<file path="src/rtl/drfa_pkg.sv">
// Shared definitions for the DRFA 8-bit CPU front end.
//   CODE_ADDR_W   : code memory address width (512 words)
//   INSTR_W       : instruction word width
//   RESET_PC      : first fetch address after reset
//   fetch_entry_t : one buffered instruction {instr, pc}, also seen by control_unit
//   fetch_state_e : fetch front-end state (the redirect is handled inside RUN)
package drfa_pkg;

  localparam int CODE_ADDR_W = 9;
  localparam int INSTR_W     = 16;
  localparam int RESET_PC    = 0;

  typedef struct packed {
    logic [INSTR_W-1:0]     instr;
    logic [CODE_ADDR_W-1:0] pc;
  } fetch_entry_t;

  typedef enum logic {
    ST_RESET = 1'b0,
    ST_RUN   = 1'b1
  } fetch_state_e;

endpackage

</file>
<file path="src/rtl/fetch_queue.sv">
// Two-entry synchronous FIFO of fetched {instr, pc} pairs.
//   push/push_instr/push_pc : enqueue one entry at the clock edge
//   pop                     : drop the head at the clock edge (ignored when empty)
//   flush                   : empty the queue; wins over push
//   count                   : number of valid entries, 0..2
//   head_*                  : registered head entry and its valid flag
// Entry 0 is always the head, so the head outputs come straight from flops.
module fetch_queue #(
  parameter int INSTR_W = 16,
  parameter int ADDR_W  = 9
) (
  input  logic               clk,
  input  logic               rst_n,
  input  logic               push,
  input  logic [INSTR_W-1:0] push_instr,
  input  logic [ADDR_W-1:0]  push_pc,
  input  logic               pop,
  input  logic               flush,
  output logic [1:0]         count,
  output logic [INSTR_W-1:0] head_instr,
  output logic [ADDR_W-1:0]  head_pc,
  output logic               head_valid
);

  logic [INSTR_W-1:0] instr0_q, instr0_d, instr1_q, instr1_d;
  logic [ADDR_W-1:0]  pc0_q, pc0_d, pc1_q, pc1_d;
  logic [1:0]         count_q, count_d;
  logic               do_push, do_pop;

  always_comb begin
    instr0_d = instr0_q;
    instr1_d = instr1_q;
    pc0_d    = pc0_q;
    pc1_d    = pc1_q;
    count_d  = count_q;
    do_pop   = pop && (count_q != 2'd0);
    // A push into a full queue without a pop has nowhere to go; the issue
    // logic upstream never lets that happen.
    do_push  = push && ((count_q != 2'd2) || do_pop);
    if (flush) begin
      count_d = 2'd0;
    end else begin
      case ({do_push, do_pop})
        2'b10: begin
          if (count_q == 2'd0) begin
            instr0_d = push_instr;
            pc0_d    = push_pc;
          end else begin
            instr1_d = push_instr;
            pc1_d    = push_pc;
          end
          count_d = count_q + 2'd1;
        end
        2'b01: begin
          instr0_d = instr1_q;
          pc0_d    = pc1_q;
          count_d  = count_q - 2'd1;
        end
        2'b11: begin
          if (count_q == 2'd1) begin
            instr0_d = push_instr;
            pc0_d    = push_pc;
          end else begin
            instr0_d = instr1_q;
            pc0_d    = pc1_q;
            instr1_d = push_instr;
            pc1_d    = push_pc;
          end
        end
        default: ;
      endcase
    end
  end

  always_ff @(posedge clk or negedge rst_n) begin
    if (!rst_n) begin
      instr0_q <= '0;
      instr1_q <= '0;
      pc0_q    <= '0;
      pc1_q    <= '0;
      count_q  <= 2'd0;
    end else begin
      instr0_q <= instr0_d;
      instr1_q <= instr1_d;
      pc0_q    <= pc0_d;
      pc1_q    <= pc1_d;
      count_q  <= count_d;
    end
  end

  assign count      = count_q;
  assign head_instr = instr0_q;
  assign head_pc    = pc0_q;
  assign head_valid = (count_q != 2'd0);

endmodule

</file>
<file path="src/rtl/fetch_unit.sv">
// Instruction fetch front end: owns the fetch PC, strobes the synchronous
// code memory and buffers returned words in a 2-entry queue for control_unit.
//   out_code_rd_en/out_code_addr : code memory read strobe and address
//   in_code_data                 : read data, one cycle after the strobe
//   out_ir/out_ir_pc/out_ir_valid: registered queue head
//   in_ir_ready                  : head consumed when out_ir_valid=1
//   in_pc_load/in_pc_value       : redirect pulse and target
// Handshake: an instruction moves to control_unit in every cycle where
// out_ir_valid && in_ir_ready at the rising edge; out_ir_valid never
// depends combinationally on in_ir_ready.
module fetch_unit #(
  parameter int CODE_ADDR_W = drfa_pkg::CODE_ADDR_W,
  parameter int INSTR_W     = drfa_pkg::INSTR_W,
  parameter int RESET_PC    = drfa_pkg::RESET_PC
) (
  input  logic                   clk,
  input  logic                   rst_n,
  output logic                   out_code_rd_en,
  output logic [CODE_ADDR_W-1:0] out_code_addr,
  input  logic [INSTR_W-1:0]     in_code_data,
  output logic [INSTR_W-1:0]     out_ir,
  output logic [CODE_ADDR_W-1:0] out_ir_pc,
  output logic                   out_ir_valid,
  input  logic                   in_ir_ready,
  input  logic                   in_pc_load,
  input  logic [CODE_ADDR_W-1:0] in_pc_value
);

  localparam logic [CODE_ADDR_W-1:0] RESET_FPC = CODE_ADDR_W'(RESET_PC);

  drfa_pkg::fetch_state_e state_q, state_d;

  logic [CODE_ADDR_W-1:0] fpc_q, fpc_d;
  logic [CODE_ADDR_W-1:0] inflight_pc_q, inflight_pc_d;
  logic                   inflight_q, inflight_d;
  logic [1:0]             count;
  logic [2:0]             occupancy;
  logic                   pop, push, issue;

  // State register.
  always_ff @(posedge clk or negedge rst_n) begin
    if (!rst_n) state_q <= drfa_pkg::ST_RESET;
    else        state_q <= state_d;
  end

  // Next state: RUN from the first edge after reset release onwards.
  always_comb begin
    state_d = drfa_pkg::ST_RUN;
  end

  // Issue / push / redirect decisions.
  always_comb begin
    pop = out_ir_valid && in_ir_ready;
    // Slots already claimed once this cycle's pop retires; pop implies
    // count >= 1, so this never goes below zero.
    occupancy = {1'b0, count} + {2'b00, inflight_q} - {2'b00, pop};
    issue = rst_n && !in_pc_load && (occupancy < 3'd2);
    // A response landing in a redirect cycle belongs to the old stream.
    push = inflight_q && !in_pc_load && (state_q == drfa_pkg::ST_RUN);
    out_code_rd_en = issue;
    out_code_addr  = fpc_q;
  end

  always_comb begin
    fpc_d         = fpc_q;
    inflight_d    = issue;
    inflight_pc_d = inflight_pc_q;
    if (in_pc_load) begin
      fpc_d = in_pc_value;
    end else if (issue) begin
      fpc_d         = fpc_q + 1'b1;  // wraps 511 -> 0
      inflight_pc_d = fpc_q;
    end
  end

  always_ff @(posedge clk or negedge rst_n) begin
    if (!rst_n) begin
      fpc_q         <= RESET_FPC;
      inflight_q    <= 1'b0;
      inflight_pc_q <= '0;
    end else begin
      fpc_q         <= fpc_d;
      inflight_q    <= inflight_d;
      inflight_pc_q <= inflight_pc_d;
    end
  end

  fetch_queue #(
    .INSTR_W (INSTR_W),
    .ADDR_W  (CODE_ADDR_W)
  ) u_queue (
    .clk        (clk),
    .rst_n      (rst_n),
    .push       (push),
    .push_instr (in_code_data),
    .push_pc    (inflight_pc_q),
    .pop        (pop),
    .flush      (in_pc_load),
    .count      (count),
    .head_instr (out_ir),
    .head_pc    (out_ir_pc),
    .head_valid (out_ir_valid)
  );

endmodule

</file>
<file path="config.mk">
export PLATFORM = sky130hd
export DESIGN_NAME = fetch_unit
export DESIGN_NICKNAME = d
export VERILOG_FILES = /design/src/rtl/drfa_pkg.sv /design/src/rtl/fetch_queue.sv /design/src/rtl/fetch_unit.sv
export SDC_FILE = /design/constraint.sdc
export NUM_CORES = 1
export LEC_CHECK = 0
export ABC_AREA = 1
export CAP_MARGIN = 0
export CORE_MARGIN = 1.5
export CORE_UTILIZATION = 52
export DETAILED_ROUTE_END_ITERATION = 8
export PLACE_DENSITY = 0.77
export SYNTH_ARGS = -nofsm -noshare
export SYNTH_HDL_FRONTEND = slang
export SYNTH_HIERARCHICAL = 1
export SYNTH_SLANG_ARGS = --single-unit
export TNS_END_PERCENT = 100
</file>
<file path="constraint.sdc">
create_clock -name clk -period 3.65 [get_ports clk]
set_input_delay 0.5475 -clock clk [delete_from_list [all_inputs] [get_ports clk]]
set_output_delay 0.5475 -clock clk [all_outputs]
set_load 0.01 [all_outputs]
</file>
# [After elaboration in Yosys (flattened, before gate mapping)]
# Index checks and enable logic that the tools add are counted.
[classes] add_sub_neg=5 order_cmp=1 n_eq_ne=8 n_mux=16 bitwise_logic=1 n_reduce_logical=18
[ops] operator="2-to-1 mux 16 bit" n=4
[ops] operator="2-to-1 mux 9 bit" n=6
[ops] operator="one-hot mux 16 bit (3 select lines)" n=1
[ops] operator="one-hot mux 16 bit (2 select lines)" n=1
[ops] operator="one-hot mux 9 bit (3 select lines)" n=1
[ops] operator="one-hot mux 9 bit (2 select lines)" n=1
[ops] operator="adder 9 x 1 -> 9 bit (second input constant)" n=1
[ops] operator="logical AND 1 bit" n=7
[ops] operator="inequality test 2 bit (second input constant)" n=3
[ops] operator="nonzero test 2 bit" n=3
[ops] operator="nonzero test 3 bit" n=2
[ops] operator="== test 2 x 1 -> 1 bit (second input constant)" n=2
[ops] operator="== test 2 bit (second input constant)" n=2
[ops] operator="one-hot mux 2 bit (2 select lines)" n=1
[ops] operator="AND reduction 4 bit" n=1
[ops] operator="adder 2 x 1 -> 3 bit" n=1
[ops] operator="less-than comparator 3 x 2 -> 1 bit (second input constant)" n=1
[ops] operator="AND reduction 3 bit" n=1
[ops] operator="subtractor 3 x 1 -> 3 bit" n=1
[ops] operator="adder 2 x 1 -> 2 bit (second input constant)" n=1
[ops] operator="logical NOT 2 bit" n=1
[ops] operator="2-to-1 mux 2 bit" n=1
[ops] operator="inequality test 2 x 1 -> 1 bit (second input constant)" n=1
[ops] operator="AND reduction 2 bit" n=1
[ops] operator="other kinds (4)" n=4
[totals] register_bits=72 in_bits=29 output_inout_bits=36 word_cells=58

# [Longest topological paths before layout]
[depth] ltp_word=8 ltp_mapped=16 depth_no_buf=16

# [Hierarchy]
# Netlist, hierarchy kept.
[by_module_without_submodules] mod="fetch_queue" n_inst=1 cells_each=331 area_each_um2=2516.2 seq_area_each_um2=1301.2
[by_module_without_submodules] mod="fetch_unit" n_inst=1 cells_each=139 area_each_um2=1063.5 seq_area_each_um2=500.5

# [Worst setup path before layout]
# Ideal clock, no wire load.
[synth_path] path_kind="register -> output" startpoint="reg u_queue.count_q[1] (netlist: u_queue/count[1])" endpoint="out out_code_rd_en" arrival_ps=2237 t_required_ps=3102 slack_ps=866 stages_incl_launch_ff=13 n_path_buf=1 cell_sequence="dfrtp_1 > inv_1 > ha_1 > inv_2 > nand2_1 > inv_1 > ha_1 > inv_1 > nand2_1 > fa_1 > nand3_2 > nor2_4 > buf_6"
[synth_between] elab_chain_len=5 elab_cells_between_ends=6 classes_between="add/sub: 2; order compare: 1; reduce/logical: 3"
[synth_lines] element="start, declared" line_no="fetch_queue.sv:27" rtl="logic [1:0] count_q, count_d;"
[synth_lines] element="start signal, assigned" line_no="fetch_queue.sv:87" rtl="count_q <= count_d;"
[synth_lines] element="nonzero test 2 bit" line_no="fetch_queue.sv:94" rtl="assign head_valid = (count_q != 2'd0);"
[synth_lines] element="net out_ir_valid" line_no="fetch_unit.sv:23" rtl="output logic out_ir_valid,"
[synth_lines] element="logical AND 1 bit" line_no="fetch_unit.sv:53" rtl="pop = out_ir_valid && in_ir_ready;"
[synth_lines] element="net pop" line_no="fetch_unit.sv:38" rtl="logic pop, push, issue;"
[synth_lines] element="subtractor 3 x 1 -> 3 bit" line_no="fetch_unit.sv:56" rtl="occupancy = {1'b0, count} + {2'b00, inflight_q} - {2'b00, pop};"
[synth_lines] element="less-than comparator 3 x 2 -> 1 bit" line_no="fetch_unit.sv:57" rtl="issue = rst_n && !in_pc_load && (occupancy < 3'd2);"
[synth_lines] element="logical AND 1 bit" line_no="fetch_unit.sv:57"
[synth_lines] element="end, declared" line_no="fetch_unit.sv:18" rtl="output logic out_code_rd_en,"
# The timed path passes the listed nets, and every way through them passes these cells.

# [Final worst setup path]
[layout_path] startpoint="reg u_queue.count_q[1] (netlist: u_queue/count[1])" endpoint="out out_code_rd_en"
[layout_between] elab_chain_len=5 elab_cells_between_ends=6 classes_between="add/sub: 2; order compare: 1; reduce/logical: 3"
[layout_lines] element="nonzero test 2 bit" line_no="fetch_queue.sv:94"
[layout_lines] element="logical AND 1 bit" line_no="fetch_unit.sv:53"
[layout_lines] element="net pop" line_no="fetch_unit.sv:38"
[layout_lines] element="subtractor 3 x 1 -> 3 bit" line_no="fetch_unit.sv:56"
[layout_lines] element="less-than comparator 3 x 2 -> 1 bit" line_no="fetch_unit.sv:57"
[layout_lines] element="logical AND 1 bit" line_no="fetch_unit.sv:57"
# The timed path passes the listed nets, and every way through them passes these cells.

==> impl_results.md <==
- Net switching power: 0.00102 W
- Antenna Cells: 0
- Req. time, crit path: 3.10 ns
- Antenna violations before repair: 0
- Clock skew: 0.00586 ns
- Crit share post-route: 92.6%
- Die area: 7390 um^2
- Final Critical Period: 3.38 ns
- DIE WIDTH: 86.0 um
- H-tree depth: 3
- Drt pass-1 iters: 4
- Sinks on Clock Net: 72
- Worst-Margin Slew: 0.896 ns
- Largest family of logic cells by synthesized area: simple AND/OR/NAND/NOR gates
- Max IR drop VDD: 266 uV
- Final net count: 567
- Clock Power Share: 25.2%
- CTS root buf: clkbuf_8
- Area growth, synth to finish: 26.2%
- Post-CTS Setup Bufs: 0
- Syn Nets: 505
- Pins over their slew limit: 0
- First-pass GRT wire length: 14400 um
- Vias post-DR: 3193
- Sequential area share after synthesis: 50.3%
- Flops & latches, synth: 72
- Routed Antenna Nets: 0
- Unrepaired setup endpoints after global routing: false
- CP endpoint kind: output pin
- Adder-Cell Fraction of Synth Area: 2.31%
- Vias per inst: 5.18
- Synth Area in Compound Gates: 2.41%
- Hold Crit Class: flip-flop to flip-flop
- Multiplexer area fraction after synthesis: 0%
- Sw frac: 32.7%
- Core box area: 6720 um^2
- Crit path DAT: 2.83 ns
- Clock Path Buffers: 2
- Fraction of layout cells with a size suffix above 1: 7.45%
- Avg Inst Size Synth: 7.62 um^2
- Pin count of the biggest net entering global routing: 73
- Port Buffer Count: 64
- Worst hold margin: 0.476 ns
- Grt ovf: 0
- Wire per inst: 13.6 um
- Number of cells produced by synthesis: 470
- Worst Setup Path Type: flip-flop to output pin
- Clock Latency Late Sink: 0.35 ns
- Pre-CTS setup slack: 0.155 ns
- Final setup vio count: 0
- Post-Synth XOR/XNOR Area: 0.245%
- Cell Area, Synth: 3580 um^2
- Commonest non-fill, non-tap cell in the layout: nand2_1
- Synth Area in Simple Gates: 39.3%
- Setup TNS: 0 ns
- Die height: 86.0 um
- Worst setup SP type: flip-flop
- DRT Wirelength: 8380 um
- Internal: 0.00210 W
- CTS buffer count: 9
- Max Cap Viol: 0
- CTS tree: done
- Hpwl dp: 5520 um
- P_leak: 2.36 nW
- Starting Density: 53.3%
- Comb pwr share: 32.4%
- Outcome: complete, no violations
- Drt first-iter violations: 222
- Max-Slew Margin vs Limit: 40.3%
- Tot GR Track Use: 25.0%
- CTS clock-pin slew for the worst setup and hold paths: 0.07 ns
- Fill cell count: 577
- Final Wtd Congestion: 0.854
- Yosys warns: 6
- Vias in the first global route: 3113
- Io pins: 65
- Max Freq: 0.296 GHz
- Flop pwr share: 42.4%
- Crit path max fanout: 8
- Final Hold Viols: 0
- Num rows: 30
- Commonest cells after routing, fill and taps aside: 258 x nand2_1, 71 x dfrtp_1, 62 x clkdlybuf4s50_1, 30 x nand3_1, 26 x nand4_1
- Yosys cell types: 27
- Power Density: 690 nW/um^2
- # DRC: 0
- Worst setup margin: 0.269 ns
worst paths after layout:
path	startpoint	end	slack [ns]	cells after the start
hold / removal	u_queue/pc1_q[1]$_DFFE_PN0P_	u_queue/pc1_q[1]$_DFFE_PN0P_	0.48	2
max in group asynchronous	rst_n	u_queue/count[1]$_DFFE_PN0P_	2.52	2
hold reg to reg	u_queue/pc1_q[1]$_DFFE_PN0P_	u_queue/pc1_q[1]$_DFFE_PN0P_	0.48	2
setup reg to reg	u_queue/count[1]$_DFFE_PN0P_	out_code_addr[0]$_DFFE_PN0P_	0.91	15
min in group asynchronous	rst_n	u_queue/head_pc[3]$_DFFE_PN0P_	0.49	2
setup / recovery	u_queue/count[1]$_DFFE_PN0P_	out_code_rd_en	0.27	12
worst max-delay path, cell delays in order, from the launching register on:
cell and delay, ns:
dfrtp_2 0.42, inv_1 0.09, ha_1 0.21, inv_2 0.13, nand2_1 0.09, inv_2 0.11, ha_1 0.24, inv_1 0.05
nand2_1 0.06, fa_1 0.54, nand3_2 0.11, nor2_4 0.14, dlygate4sd2_1 0.29
power groups by stage:
stage,Sequential [W],Combinational (W),Clock [W]
global placement,0.00132,0.000981,0
global route,0.00136,0.00114,0.000838
CTS,0.00132,0.00102,0.000802
floorplan,0.00136,0.000496,0
detailed placement,0.00133,0.00101,0
finish,0.00132,0.00101,0.000786
stage by stage:
step / util [%] / std cells / power, W / cell area [um^2]
floorplan: - / 470 / 0.00185 / 3580
global placement: 63.5 / 601 / 0.00230 / 4270
detailed placement: 63.5 / 601 / 0.00234 / 4270
CTS: 67.3 / 617 / 0.00314 / 4520
global route: 67.3 / 617 / 0.00333 / 4520
finish: 67.3 / 617 / 0.00312 / 4520
flip-flops by register name (all words and copies together) (netlist names):
register / cells
state_q: 1
inflight_q: 1
u_queue/head_pc: 9
u_queue/head_instr: 16
u_queue/count: 2
inflight_pc_q: 9
out_code_addr: 9
u_queue/pc1_q: 9
u_queue/instr1_q: 16
repair_timing:
action / in CTS / in global routing
resized for setup: 3 / 0
hold buffers: 0 / 0
setup endpoints to repair: 1 / 0
area by class of cell:
cell class / count / area [um^2] / share of cell area [%]
multi-input combinational: 357 / 1590 / 35.2
sequential: 72 / 1800 / 39.9
inverter: 19 / 71.3 / 1.58
timing repair buffer: 73 / 702 / 15.5
clock buffer: 11 / 151 / 3.35
tap: 80 / 100 / 2.21
clock inverter: 5 / 103 / 2.27
routing by layer:
metal / wire length (um) / GRT usage (%) / part of all wire (%)
met2: 3960 / 41.2 / 47
met1: 3890 / 33.0 / 46
met5: 0 / 0 / 0
met3: 384 / 3.75 / 4.6
met4: 145 / 10.9 / 1.7
cells by family after synthesis:
group | after synthesis
xor+xnor | 1
other cells | 1
buf+inv | 41
compound gates | 14
simple gates | 335
flops | 72
fa+ha+maj | 6
synthesized netlist by cell type:
cell type,count,share of area [%]
nand3_1,30,4.2
nand4_1,26,4.5
buf_6,1,0.31
buf_2,16,2.2
nor2_1,12,1.3
a21boi_0,1,0.21
o21ai_0,3,0.42
inv_2,3,0.31
clkbuf_1,3,0.31
conb_1,1,0.10
nand2_1,258,27
buf_4,2,0.42
fa_1,1,0.56
nand3b_1,1,0.21
inv_1,16,1.7
xor2_1,1,0.24
nand4_2,1,0.35
ha_1,5,1.7
o21ai_1,7,0.98
nor2_2,1,0.17
nand2_2,2,0.35
nor2_4,2,0.63
a21oi_1,1,0.14
a21boi_1,1,0.21
a21oi_4,1,0.45
nand3_2,2,0.56
dfrtp_1,72,50
Power figures use the tool's default switching activity.
